File: src/rtl/sdram_traffic_gen_if.sv
// Request/response user port between the traffic generator (master) and the
// SDRAM controller (slave).
interface sdram_traffic_gen_if #(
    parameter int DATA_WIDTH = 32,
    parameter int ADDR_WIDTH = 13
);
    logic                  request;
    logic                  write_enable;
    logic [ADDR_WIDTH-1:0] address;
    logic [DATA_WIDTH-1:0] write_data;
    logic                  response;
    logic [DATA_WIDTH-1:0] read_data;

    modport master (
        output request, write_enable, address, write_data,
        input  response, read_data
    );

    modport slave (
        input  request, write_enable, address, write_data,
        output response, read_data
    );
endinterface

File: src/rtl/sdram_traffic_gen.sv
// Write-pass then read-verify-pass traffic generator for the SDRAM user port.
// Optional per-request latency tracking: define SDRAM_TRAFFIC_GEN_LATENCY_EN.
module sdram_traffic_gen #(
    parameter int DATA_WIDTH     = 32,
    parameter int ADDR_WIDTH     = 13,
    parameter int ADDR_BASE      = 0,
    parameter int ADDR_COUNT     = 16,
    parameter int GAP_CYCLES     = 50,
    parameter int TIMEOUT_CYCLES = 1024
) (
    input  logic                  clock_i,
    input  logic                  reset_ni,
    input  logic                  start_i,
    input  logic [1:0]            mode_i,
    input  logic [31:0]           seed_i,
    sdram_traffic_gen_if.master   mem,
    output logic                  busy_o,
    output logic                  done_o,
    output logic                  pass_o,
    output logic                  timeout_o,
    output logic [15:0]           error_count_o,
    output logic [ADDR_WIDTH-1:0] first_error_address_o,
    output logic [15:0]           max_latency_o
);
    typedef enum logic [2:0] {
        IDLE, WR_REQ, WR_WAIT, WR_GAP, RD_REQ, RD_WAIT, RD_GAP, DONE
    } state_t;

    localparam logic [31:0] LAST_IDX = 32'(ADDR_COUNT - 1);
    localparam logic [31:0] TO_LAST  = 32'(TIMEOUT_CYCLES - 1);
    localparam logic [7:0]  GAP_LAST = 8'(GAP_CYCLES - 1);
    localparam logic [31:0] DW_U     = 32'(DATA_WIDTH);

    function automatic logic [31:0] lfsr_step(input logic [31:0] s);
        return {1'b0, s[31:1]} ^ (s[0] ? 32'h8020_0003 : 32'h0);
    endfunction

    state_t                state_q, state_d;
    logic [1:0]            mode_q, mode_d;
    logic [31:0]           seed_q, seed_d, lfsr_q, lfsr_d;
    logic [31:0]           index_q, index_d, wait_q, wait_d;
    logic [7:0]            gap_q, gap_d;
    logic                  busy_q, busy_d, done_q, done_d, pass_q, pass_d;
    logic                  timeout_q, timeout_d;
    logic [15:0]           err_q, err_d;
    logic [ADDR_WIDTH-1:0] fea_q, fea_d;
`ifdef SDRAM_TRAFFIC_GEN_LATENCY_EN
    logic [15:0]           lat_q, lat_d, max_lat_q, max_lat_d;
`endif

    logic [ADDR_WIDTH-1:0] addr_w;
    logic [31:0]           pat_full;
    logic [DATA_WIDTH-1:0] pat_w;
    logic                  adv, is_rd;

    assign addr_w = ADDR_WIDTH'(32'(ADDR_BASE) + index_q);

    // Pattern for the current index; the LFSR holds its own state.
    always_comb begin
        pat_full = seed_q ^ 32'(addr_w);
        case (mode_q)
            2'd1:    pat_full = 32'd1 << ((index_q + 32'(seed_q[4:0])) % DW_U);
            2'd2:    pat_full = lfsr_q;
            default: ;
        endcase
    end
    assign pat_w = DATA_WIDTH'(pat_full);

    always_comb begin
        state_d   = state_q;
        mode_d    = mode_q;
        seed_d    = seed_q;
        lfsr_d    = lfsr_q;
        index_d   = index_q;
        wait_d    = wait_q;
        gap_d     = gap_q;
        busy_d    = busy_q;
        done_d    = done_q;
        pass_d    = pass_q;
        timeout_d = timeout_q;
        err_d     = err_q;
        fea_d     = fea_q;
`ifdef SDRAM_TRAFFIC_GEN_LATENCY_EN
        lat_d     = lat_q;
        max_lat_d = max_lat_q;
`endif
        adv   = 1'b0;
        is_rd = (state_q == RD_WAIT) || (state_q == RD_GAP);

        case (state_q)
            IDLE: if (start_i) begin
                mode_d    = (mode_i == 2'd3) ? 2'd0 : mode_i;
                seed_d    = seed_i;
                lfsr_d    = (seed_i == 32'd0) ? 32'd1 : seed_i;
                index_d   = '0;
                busy_d    = 1'b1;
                done_d    = 1'b0;
                pass_d    = 1'b0;
                timeout_d = 1'b0;
                err_d     = '0;
`ifdef SDRAM_TRAFFIC_GEN_LATENCY_EN
                max_lat_d = '0;
`endif
                state_d   = WR_REQ;
            end
            WR_REQ, RD_REQ: begin
                wait_d  = '0;
`ifdef SDRAM_TRAFFIC_GEN_LATENCY_EN
                lat_d   = 16'd1;
`endif
                state_d = (state_q == WR_REQ) ? WR_WAIT : RD_WAIT;
            end
            WR_WAIT, RD_WAIT: begin
                // A response on the expiry cycle still wins over the timeout.
                if (mem.response) begin
                    if (is_rd && (mem.read_data != pat_w)) begin
                        if (err_q == 16'd0) fea_d = addr_w;
                        if (err_q != 16'hFFFF) err_d = err_q + 16'd1;
                    end
                    lfsr_d = lfsr_step(lfsr_q);
`ifdef SDRAM_TRAFFIC_GEN_LATENCY_EN
                    if (lat_q > max_lat_q) max_lat_d = lat_q;
`endif
                    if (GAP_CYCLES == 0) adv = 1'b1;
                    else begin
                        gap_d   = '0;
                        state_d = is_rd ? RD_GAP : WR_GAP;
                    end
                end else if (wait_q == TO_LAST) begin
                    timeout_d = 1'b1;
                    state_d   = DONE;
                end else begin
                    wait_d = wait_q + 32'd1;
`ifdef SDRAM_TRAFFIC_GEN_LATENCY_EN
                    if (lat_q != 16'hFFFF) lat_d = lat_q + 16'd1;
`endif
                end
            end
            WR_GAP, RD_GAP: begin
                if (gap_q == GAP_LAST) adv = 1'b1;
                else gap_d = gap_q + 8'd1;
            end
            DONE:    state_d = IDLE;
            default: state_d = IDLE;
        endcase

        // End of a gap: next index, or switch pass (replaying the LFSR) / finish.
        if (adv) begin
            if (index_q == LAST_IDX) begin
                index_d = '0;
                if (is_rd) state_d = DONE;
                else begin
                    lfsr_d  = (seed_q == 32'd0) ? 32'd1 : seed_q;
                    state_d = RD_REQ;
                end
            end else begin
                index_d = index_q + 32'd1;
                state_d = is_rd ? RD_REQ : WR_REQ;
            end
        end

        if ((state_d == DONE) && (state_q != DONE)) begin
            busy_d = 1'b0;
            done_d = 1'b1;
            pass_d = (err_d == 16'd0) && !timeout_d;
        end
    end

    always_ff @(posedge clock_i or negedge reset_ni) begin
        if (!reset_ni) begin
            state_q   <= IDLE;
            mode_q    <= '0;
            seed_q    <= '0;
            lfsr_q    <= '0;
            index_q   <= '0;
            wait_q    <= '0;
            gap_q     <= '0;
            busy_q    <= 1'b0;
            done_q    <= 1'b0;
            pass_q    <= 1'b0;
            timeout_q <= 1'b0;
            err_q     <= '0;
            fea_q     <= '0;
        end else begin
            state_q   <= state_d;
            mode_q    <= mode_d;
            seed_q    <= seed_d;
            lfsr_q    <= lfsr_d;
            index_q   <= index_d;
            wait_q    <= wait_d;
            gap_q     <= gap_d;
            busy_q    <= busy_d;
            done_q    <= done_d;
            pass_q    <= pass_d;
            timeout_q <= timeout_d;
            err_q     <= err_d;
            fea_q     <= fea_d;
        end
    end

`ifdef SDRAM_TRAFFIC_GEN_LATENCY_EN
    always_ff @(posedge clock_i or negedge reset_ni) begin
        if (!reset_ni) begin
            lat_q     <= '0;
            max_lat_q <= '0;
        end else begin
            lat_q     <= lat_d;
            max_lat_q <= max_lat_d;
        end
    end
    assign max_latency_o = max_lat_q;
`else
    assign max_latency_o = '0;
`endif

    assign mem.request      = (state_q == WR_REQ) || (state_q == RD_REQ);
    assign mem.write_enable = (state_q == WR_REQ);
    assign mem.address      = mem.request ? addr_w : '0;
    assign mem.write_data   = (state_q == WR_REQ) ? pat_w : '0;

    assign busy_o                = busy_q;
    assign done_o                = done_q;
    assign pass_o                = pass_q;
    assign timeout_o             = timeout_q;
    assign error_count_o         = err_q;
    assign first_error_address_o = fea_q;
endmodule

File: src/flat_wrapper.sv
// flat-port wrapper written by rule: the top's interface ports become plain ports
module sdram_traffic_gen_flat 
#(
    parameter int DATA_WIDTH     = 32,
    parameter int ADDR_WIDTH     = 13,
    parameter int ADDR_BASE      = 0,
    parameter int ADDR_COUNT     = 16,
    parameter int GAP_CYCLES     = 50,
    parameter int TIMEOUT_CYCLES = 1024
)
  (clock_i, reset_ni, start_i, mode_i, seed_i, busy_o, done_o, pass_o, timeout_o, error_count_o, first_error_address_o, max_latency_o, mem_request, mem_write_enable, mem_address, mem_write_data, mem_response, mem_read_data);
  sdram_traffic_gen_if #(.DATA_WIDTH(DATA_WIDTH), .ADDR_WIDTH(ADDR_WIDTH)) mem_i ();
  input  logic clock_i;
  input  logic reset_ni;
  input  logic start_i;
  input  logic [1:0] mode_i;
  input  logic [31:0] seed_i;
  output logic busy_o;
  output logic done_o;
  output logic pass_o;
  output logic timeout_o;
  output logic [15:0] error_count_o;
  output logic [ADDR_WIDTH-1:0] first_error_address_o;
  output logic [15:0] max_latency_o;
  output wire logic [$bits(mem_i.request)-1:0] mem_request;
  output wire logic [$bits(mem_i.write_enable)-1:0] mem_write_enable;
  output wire logic [$bits(mem_i.address)-1:0] mem_address;
  output wire logic [$bits(mem_i.write_data)-1:0] mem_write_data;
  input wire logic [$bits(mem_i.response)-1:0] mem_response;
  input wire logic [$bits(mem_i.read_data)-1:0] mem_read_data;
  assign mem_request = mem_i.request;
  assign mem_write_enable = mem_i.write_enable;
  assign mem_address = mem_i.address;
  assign mem_write_data = mem_i.write_data;
  assign mem_i.response = mem_response;
  assign mem_i.read_data = mem_read_data;
  sdram_traffic_gen #(.DATA_WIDTH(DATA_WIDTH), .ADDR_WIDTH(ADDR_WIDTH), .ADDR_BASE(ADDR_BASE), .ADDR_COUNT(ADDR_COUNT), .GAP_CYCLES(GAP_CYCLES), .TIMEOUT_CYCLES(TIMEOUT_CYCLES)) u_core (.clock_i(clock_i), .reset_ni(reset_ni), .start_i(start_i), .mode_i(mode_i), .seed_i(seed_i), .mem(mem_i), .busy_o(busy_o), .done_o(done_o), .pass_o(pass_o), .timeout_o(timeout_o), .error_count_o(error_count_o), .first_error_address_o(first_error_address_o), .max_latency_o(max_latency_o));
endmodule
File: config.mk
export PLATFORM = sky130hd
export DESIGN_NAME = sdram_traffic_gen_flat
export DESIGN_NICKNAME = d
export VERILOG_FILES = /design/src/rtl/sdram_traffic_gen_if.sv /design/src/rtl/sdram_traffic_gen.sv /design/src/flat_wrapper.sv
export SDC_FILE = /design/constraint.sdc
export NUM_CORES = 1
export LEC_CHECK = 0
export ABC_CLOCK_PERIOD_IN_PS = 6300
export BUFFER_PORTS_ARGS = -buffer_cell sky130_fd_sc_hd__buf_2
export CORE_UTILIZATION = 45
export DETAILED_ROUTE_END_ITERATION = 8
export PLACE_DENSITY = 0.66
export SLEW_MARGIN = 20
export SYNTH_ARGS = -nofsm -noshare
export SYNTH_HDL_FRONTEND = slang
export SYNTH_SLANG_ARGS = --single-unit
export TNS_END_PERCENT = 10
File: constraint.sdc
create_clock -name clock_i -period 6.3 [get_ports clock_i]
set_input_delay 0.315 -clock clock_i [delete_from_list [all_inputs] [get_ports clock_i]]
set_output_delay 0.315 -clock clock_i [all_outputs]
set_load 0.05 [all_outputs]
==> impl_metrics.env <==
export IMPL_clock_skew_ps=16.37
export IMPL_cts_tree="done"
export IMPL_numCtsBuffers=17
export IMPL_cts_reportedPaths_clkPinSlew_ps=80
export IMPL_antenna_found_initial=0
export IMPL_drt_iter0_markers=1563
export IMPL_worst_slew_pin_slew_ps=975.1
export IMPL_cp_cell_sequence="ha_1, inv_1, fa_1, nand2_1, nor2_1, nand2_1, a31oi_1, a32oi_1, nor4_1, nor4b_1, or2_0, and2_1, o221ai_2, or4_1, or4_1, o31ai_2"
export IMPL_finalCriticalPeriod_ps=5528
export IMPL_synth_top_family_by_area="simple AND/OR/NAND/NOR gates"
export IMPL_synth_seq_cells=174
export IMPL_swShare_pct=51.45
export IMPL_cellInternalPower_uw=2800
export IMPL_via_per_inst=6.271
export IMPL_post_synth_cell_area_avg_sq_um=8.175
export IMPL_crit_type="flop to flop"
export IMPL_crit_arrival_ps=5880
export IMPL_critPathLaunchType="flop"
export IMPL_synth_edf_count=0
export IMPL_crit_path_end_kind="flop"
export IMPL_track_usage_pct=32.06
export IMPL_drc=0
export IMPL_ys_flop_type="dfrtp_1"
export IMPL_synthArstFlopShare_pct=100.0
export IMPL_power_density_nw_per_um2=448.0
export IMPL_hold_viol=0
export IMPL_ys_seq_area_share_pct=38.29
export IMPL_cpPeakStageDelay_ps=660
export IMPL_die_area_sq_um=25910
export IMPL_htree_num_levels=4
export IMPL_cp_max_fo=10
export IMPL_synth_compound_gate_area_share_pct=21.36
export IMPL_cts_setup_buffers=0
export IMPL_slew_viol_final=0
export IMPL_status="complete, no violations"
export IMPL_hold_path_class="primary input to asynchronous set/reset pin"
export IMPL_core_area_sq_um=24530
export IMPL_reg2reg_slack_ps=770
export IMPL_setup_tns_ps=0
export IMPL_io_pins=166
export IMPL_setup_viol=0
export IMPL_drt_total_wl_microns=41470
export IMPL_cts_buffer_depth=2
export IMPL_crit_family="simple AND/OR/NAND/NOR gates"
export IMPL_final_nets=1572
export IMPL_num_rows=57
export IMPL_power_leakage_uw=0.005915
export IMPL_fp_dieW_microns=161.0
export IMPL_maxSlewHeadroom_pct=34.75
export IMPL_rsz0062_at_grt="false"
export IMPL_root_buffer="clkbuf_16"
export IMPL_postCtsHoldBufs=0
export IMPL_vias=11438
export IMPL_synth_simple_area_share_pct=24.58
export IMPL_area_growth_synth_to_final_pct=13.19
export IMPL_worst_r2r_endpoint="u_core.pass_o"
export IMPL_grt_pass1_wl_microns=63180
export IMPL_synth_mux_area_share_pct=2.190
export IMPL_synth_cell_type_count=82
export IMPL_cap_violations=0
export IMPL_antenna_cells=0
export IMPL_clk_latency_ps=440
export IMPL_ir_worst_vdd_v=0.0003196
export IMPL_wl_per_cell_microns=22.74
export IMPL_critPathBufInv=1
export IMPL_drtAntennaViolNets=0
export IMPL_synthAdderAreaFrac_pct=1.717
export IMPL_gp_congestion=1.031
export IMPL_switching_power_uw=2967
export IMPL_synth_xor_area_share_pct=5.975
export IMPL_p_comb_share_pct=48.2
export IMPL_finalCritPeriodShare_pct=87.74
export IMPL_clock_sinks=174
export IMPL_hpwl_microns=30520
export IMPL_fp_dieH_microns=161.0
export IMPL_grt_max_degree=111
export IMPL_overflow=0
export IMPL_clkPwrFrac_pct=19.4
export IMPL_r2r_start="u_core.index_q[0]"
export IMPL_layout_drive_gt1_share_pct=16.13
export IMPL_cts_resized=0
export IMPL_syn_area_sq_um=11370
export IMPL_rr_worst_depth=16
export IMPL_drtPass1Iterations=6
export IMPL_port_buffers=149
export IMPL_ys_warnings_count=0
export IMPL_seqPwrFrac_pct=32.4
export IMPL_cp_required_ps=6650
export IMPL_syn_inst=1391
export IMPL_fmax_mhz=180.9
export IMPL_grt_pass1_vias=10506
export IMPL_cp_slowest_cell="fa_1"
export IMPL_p_total_uw=5767
export IMPL_initial_core_util_pct=46.35
==> synthesized netlist by cell type (26+ instances only) <==
cell / n / area share [%]
nand2_1: 220 / 7.3
dfrtp_1: 174 / 38
nor2_1: 137 / 4.5
o21ai_0: 99 / 4.4
a21oi_1: 84 / 3.7
clkbuf_1: 70 / 2.3
inv_1: 47 / 1.6
xor2_1: 41 / 3.2
and3_1: 40 / 2.2
nor4_1: 40 / 2.2
nand3_1: 37 / 1.6
a222oi_1: 33 / 2.9
xnor2_1: 31 / 2.4
nand4_1: 30 / 1.7
a31oi_1: 26 / 1.4
==> routing by layer <==
layer | vias up | track usage, % | share of wire (%)
li1 | 5229 | - | -
met2 | 606 | 46.38 | 43
met3 | 83 | 5.630 | 9.1
met5 | - | 0 | 0
met1 | 5520 | 48.23 | 45
met4 | 0 | 10.16 | 2.6
==> cells by family after synthesis <==
logic type | count (synthesis)
and+or+nand+nor | 589
AOI/OAI and AO/OA | 361
DFF | 174
buffers and inverters | 153
xor gates and xnor gates | 75
muxes | 23
adders and majority gates | 15
other | 1
==> flip-flops by register name, indices dropped and copies added (netlist names) <==
register	count
u_core.index_q	32
u_core.lfsr_q	32
u_core.seed_q	32
u_core.wait_q	32
u_core.error_count_o	16
u_core.first_error_address_o	13
u_core.gap_q	8
u_core.state_q	3
u_core.mode_q	2
u_core.busy_o	1
u_core.done_o	1
u_core.pass_o	1
u_core.timeout_o	1
==> power groups by stage <==
stage	combinational [uW]	sequential, uW	clock [uW]
final	2780	1870	1120
after global routing	2980	1890	1170
after CTS	2720	1830	1130
after detailed placement	2720	1850	0
after global placement	2720	1850	0
after floorplan	1970	1680	0
==> final cells by class <==
class / count / area [sq um]
fillers: 2395 / 11660
multi-input cells: 1079 / 6439
flip-flops and latches: 174 / 4354
repair buffers: 167 / 889.6
clock buffers: 18 / 429.2
well taps: 324 / 405.4
inverters: 48 / 180.2
clock inverters: 14 / 173.9
==> layout by cell type (no fill, tap or decap), types with 30 or more instances in the layout <==
master	count
nor2_1	134
and3_1	40
buf_2	148
nand4_1	30
nand3_1	36
dfrtp_1	174
a21oi_1	84
xor2_1	41
o21ai_0	99
xnor2_1	31
inv_1	47
nor4_1	40
nand2_1	220
a222oi_1	33
==> worst max path at each step <==
stage,startpoint,endpoint,cells past startpoint
after floorplan,u_core.index_q[0],u_core.pass_o,18
after global placement,u_core.index_q[0],u_core.pass_o,16
after detailed placement,u_core.index_q[0],u_core.pass_o,16
after CTS,u_core.index_q[0],u_core.pass_o,16
after global routing,u_core.index_q[0],u_core.pass_o,16
final,u_core.index_q[0],u_core.pass_o,16
==> stage by stage <==
step,cell area [sq um],util [%],worst slack [ps],hold slack [ps],std cells
5_1_grt,12870,52.46,483.7,79.71,1824
6_report,12870,52.46,772.3,0.6760,1824
2_1_floorplan,11430,-,1768,19.41,1406
3_3_place_gp,12260,49.97,984.6,456.8,1792
4_1_cts,12860,52.43,862.9,59.85,1824
3_5_place_dp,12260,49.97,925.8,481.8,1792
Note: power is estimated with default switching activity, not from simulation.
